File: src/rtl/pattern_serial_tx.sv
// Serial bit-pattern transmitter: loads pattern/len/reps over valid/ready, shifts MSB-first.
// Optional per-repetition even-parity bit under `PATTERN_TX_PARITY_EN.
module pattern_serial_tx #(
  parameter int   WIDTH    = 8,
  parameter int   LEN_W    = 4,
  parameter int   CNT_W    = 4,
  parameter logic IDLE_LVL = 1'b0
) (
  input  logic             clock,
  input  logic             reset,
  input  logic             load_valid,
  output logic             load_ready,
  input  logic [WIDTH-1:0] load_data,
  input  logic [LEN_W-1:0] load_len,
  input  logic [CNT_W-1:0] load_reps,
  output logic             out,
  output logic             out_valid,
  output logic             busy,
  output logic             done
);

`ifdef PATTERN_TX_PARITY_EN
  typedef enum logic [1:0] {IDLE, SEND, PAR} state_t;
`else
  typedef enum logic [1:0] {IDLE, SEND} state_t;
`endif

  state_t           state, state_nxt;
  logic [WIDTH-1:0] pat_r, sh_r;
  logic [LEN_W-1:0] len_r, bit_cnt, len_eff;
  logic [CNT_W-1:0] rep_cnt;
  logic             accept, restart, frame_end;
`ifdef PATTERN_TX_PARITY_EN
  logic             par_r;
`endif

  // Zero or oversized lengths fall back to the full pattern width.
  assign len_eff = (load_len == '0 || load_len > LEN_W'(WIDTH)) ? LEN_W'(WIDTH) : load_len;

  assign load_ready = (state == IDLE);
  assign busy       = (state != IDLE);
  assign out_valid  = busy;
  assign accept     = load_valid && load_ready;

  always_ff @(posedge clock) begin
    if (reset) state <= IDLE;
    else       state <= state_nxt;
  end

  always_comb begin
    state_nxt = state;
    restart   = 1'b0;
    frame_end = 1'b0;
    case (state)
      IDLE: if (accept) state_nxt = SEND;
      SEND: if (bit_cnt == '0) begin
`ifdef PATTERN_TX_PARITY_EN
        state_nxt = PAR;
`else
        if (rep_cnt != '0) restart = 1'b1;
        else begin
          state_nxt = IDLE;
          frame_end = 1'b1;
        end
`endif
      end
`ifdef PATTERN_TX_PARITY_EN
      PAR: if (rep_cnt != '0) begin
        state_nxt = SEND;
        restart   = 1'b1;
      end else begin
        state_nxt = IDLE;
        frame_end = 1'b1;
      end
`endif
      default: state_nxt = IDLE;
    endcase
  end

  // 'out' always holds the bit currently on the wire; sh_r holds the bits still to come.
  always_ff @(posedge clock) begin
    if (reset) begin
      out     <= IDLE_LVL;
      done    <= 1'b0;
      pat_r   <= '0;
      sh_r    <= '0;
      len_r   <= '0;
      bit_cnt <= '0;
      rep_cnt <= '0;
`ifdef PATTERN_TX_PARITY_EN
      par_r   <= 1'b0;
`endif
    end else begin
      done <= frame_end;
      if (accept) begin
        pat_r   <= load_data;
        sh_r    <= {load_data[WIDTH-2:0], 1'b0};
        out     <= load_data[WIDTH-1];
        len_r   <= len_eff;
        bit_cnt <= len_eff - LEN_W'(1);
        rep_cnt <= load_reps;
`ifdef PATTERN_TX_PARITY_EN
        par_r   <= load_data[WIDTH-1];
`endif
      end else if (restart) begin
        sh_r    <= {pat_r[WIDTH-2:0], 1'b0};
        out     <= pat_r[WIDTH-1];
        bit_cnt <= len_r - LEN_W'(1);
        rep_cnt <= rep_cnt - CNT_W'(1);
`ifdef PATTERN_TX_PARITY_EN
        par_r   <= pat_r[WIDTH-1];
`endif
      end else if (frame_end) begin
        out <= IDLE_LVL;
      end else if (state == SEND) begin
        if (bit_cnt != '0) begin
          out     <= sh_r[WIDTH-1];
          sh_r    <= {sh_r[WIDTH-2:0], 1'b0};
          bit_cnt <= bit_cnt - LEN_W'(1);
`ifdef PATTERN_TX_PARITY_EN
          par_r   <= par_r ^ sh_r[WIDTH-1];
        end else begin
          out <= par_r;
`endif
        end
      end
    end
  end

endmodule

File: config.mk
export PLATFORM = sky130hd
export DESIGN_NAME = pattern_serial_tx
export DESIGN_NICKNAME = d
export VERILOG_FILES = /design/src/rtl/pattern_serial_tx.sv
export SDC_FILE = /design/constraint.sdc
export NUM_CORES = 1
export LEC_CHECK = 0
export CAP_MARGIN = 30
export CORE_ASPECT_RATIO = 1.4
export CORE_UTILIZATION = 56
export DETAILED_ROUTE_END_ITERATION = 8
export PLACE_DENSITY = 0.93
export SLEW_MARGIN = 20
export SYNTH_ARGS = -nofsm -noshare
export SYNTH_HDL_FRONTEND = slang
export SYNTH_SLANG_ARGS = --single-unit
File: constraint.sdc
create_clock -name clock -period 4.05 [get_ports clock]
set_clock_uncertainty 0.05 [all_clocks]
set_input_delay 0.6075 -clock clock [delete_from_list [all_inputs] [get_ports clock]]
set_output_delay 0.6075 -clock clock [all_outputs]
set_load 0.05 [all_outputs]
==> impl_metrics.py <==
metrics = {
    "placed_design": {
        "numPortBuffers": 23,
        "dp.cells": 217,
        "gp_congestion": 0.907,
        "place_hpwl_mm": 2.16,
    },
    "global_route": {
        "first_global_vias": 1148,
        "antenna_found_initial": 0,
        "grt_util_all_layers": 0.260,
        "grt_pass1_wl_mm": 4.95,
        "grt_max_degree": 31,
        "grt.overflow.total": 0,
    },
    "clock_tree": {
        "cts_resized": 0,
        "clkSinkCount": 30,
        "insertion_delay_ns": 0.34,
        "cts_setup_buffers": 0,
        "cts_tree": "done",
        "numCtsBuffers": 5,
        "clk_path_buf_depth": 2,
        "hold_buffers": 0,
        "clk_pin_slew_ns": 0.09,
        "htree_num_levels": 2,
        "cts_root_buf": "clkbuf_4",
    },
    "synth": {
        "synth_area_per_cell_um2": 8.39,
        "syn-instance-count": 171,
        "ys_warn_count": 0,
        "post_synth_num_cell_types": 36,
        "synth_ff_type": "dfxtp_1",
        "syn-cell-area_um2": 1430,
        "synth_edf_count": 0,
        "syn-num-nets": 192,
        "synth-seq-cells": 30,
        "async_reset_ff_frac": 0,
        "ys_seq_area_frac": 0.419,
    },
    "power": {
        "power_density_nw_per_um2": 435,
        "ir_worst_vdd_mv": 0.262,
        "p_leak_nw": 0.627,
    },
    "drt": {
        "ant_nets": 0,
        "post_drt_wl_per_cell_um": 13.5,
        "wl_mm": 3.06,
        "drtPass1Iterations": 4,
        "drt_iter0_markers": 46,
        "avgViaCountPerCell": 5.65,
        "routed-via-count": 1277,
        "drc": 0,
    },
    "worst_setup_path": {
        "startpoint_type": "register",
        "startpoint": "rep_cnt[0]",
        "end_kind": "register",
        "crit_type": "register to register",
        "regToRegStartpoint": "rep_cnt[0]",
        "critPathMaxFanout": 17,
        "cp.arrival_ns": 2.90,
        "crit_required_ns": 4.25,
    },
    "floorplanning": {
        "core.rowCount": 21,
        "core_area_um2": 2420,
        "io_pins": 24,
        "fp.dieW_um": 44.8,
        "die_h_um": 61.9,
        "start_util": 0.593,
        "dieArea_um2": 2770,
    },
    "timing": {
        "final_min_period_over_clock_period": 0.667,
        "final.setup.tns_ns": 0,
        "slew_headroom": 0.452,
        "maxSlewViolCount": 0,
        "holdWs_ns": 0.410,
        "rsz0062_at_grt": "false",
        "tightest_slew_ns": 0.822,
        "hold_viol": 0,
        "max_freq_ghz": 0.370,
        "fin_crit_ns": 2.70,
        "setup_viol": 0,
    },
    "final_layout": {
        "syn_to_final_growth_pct": 20.9,
        "final_common_cell": "nand2_1",
        "ff_latch_area_um2": 601,
        "final_cells": 226,
        "most-common-layout-cells": "nand2_1, dfxtp_1, clkdlybuf4s50_1",
        "antenna_cells": 0,
        "drive_above_1_share": 0.0729,
        "nFillCells": 200,
        "fin_nets": 212,
        "multi_input_area_um2": 743,
    },
    "worst_hold_path": {
        "worstHoldStart": "pat_r[2]",
        "worstHoldPathType": "register to register",
    },
    "job": {
        "maxCapViolations": 0,
    },
    "run_status": {
        "status": "complete, no violations",
    },
}
==> worst paths after layout <==
path | end | slack (ns) | cells after the start
setup / recovery | bit_cnt[2] | 1.35 | 9
hold / removal | pat_r[2] | 0.41 | 2
setup reg to reg | bit_cnt[2] | 1.35 | 9
hold reg to reg | pat_r[2] | 0.41 | 2
==> area by class of cell <==
class                      instances  area share
multi-input combinational        125       0.429
sequential                        30       0.347
timing repair buffer              26       0.148
clock buffer                       8      0.0455
tap                               34      0.0245
inverter                           3     0.00650
==> kinds of logic after synthesis <==
| group | Yosys count | share of synthesized area |
|---|---|---|
| xor+xnor | 4 | 0.0244 |
| fa+ha+maj | 2 | 0.0174 |
| simple gates | 67 | 0.211 |
| compound gates | 46 | 0.223 |
| mux | 6 | 0.0419 |
| buf+inv | 16 | 0.0628 |
| flops | 30 | 0.419 |
==> cells in the mapped netlist (3+ instances only) <==
master    count  share of area
a211o_1       7          0.043
buf_2         3          0.010
a211oi_1      7          0.037
clkbuf_1      6          0.016
nor3_1        4          0.014
buf_6         3          0.024
xor2_1        3          0.018
dfxtp_1      30           0.42
a21oi_1      21          0.073
nor2_1       17          0.045
mux2i_1       6          0.042
nand2_1      31          0.081
inv_1         3         0.0079
==> metrics by stage <==
step / utilization / setup WS [ns] / power, mW / area, µm²
finish: 0.717 / 1.35 / 0.753 / 1730
global route: 0.717 / 1.16 / 0.797 / 1730
CTS: 0.712 / 1.30 / 0.756 / 1720
detailed placement: 0.680 / 1.09 / 0.537 / 1640
global placement: 0.680 / 1.22 / 0.529 / 1640
floorplan: - / 1.91 / 0.489 / 1430
==> sequential cells by signal (all words and copies together) (netlist names) <==
signal,cells
out,1
sh_r,7
bit_cnt,4
state,1
pat_r,8
done,1
rep_cnt,4
len_r,4
==> power by group <==
part	switching, mW	internal [mW]	leakage [nW]	total (mW)
combinational	0.102	0.0834	0.335	0.185
clock	0.102	0.118	0.0446	0.220
sequential	0.0240	0.324	0.247	0.348
total	0.227	0.526	0.627	0.753
==> layer usage <==
metal	GRT usage	part of all wire	vias up
met5	0	0	-
met4	0.147	0.020	0
met3	0.0867	0.038	4
met2	0.452	0.54	27
met1	0.274	0.41	607
li1	-	-	639
==> critical path, stage by stage, from the launching register on <==
cell and delay (ns):
dfxtp_1 0.38, inv_1 0.06, ha_1 0.20, or3b_4 0.25
and3_1 0.70, a21oi_1 0.15, o21a_1 0.20, ha_1 0.20
xor2_1 0.16, a211oi_1 0.26
(Power assumes the default switching activity.)
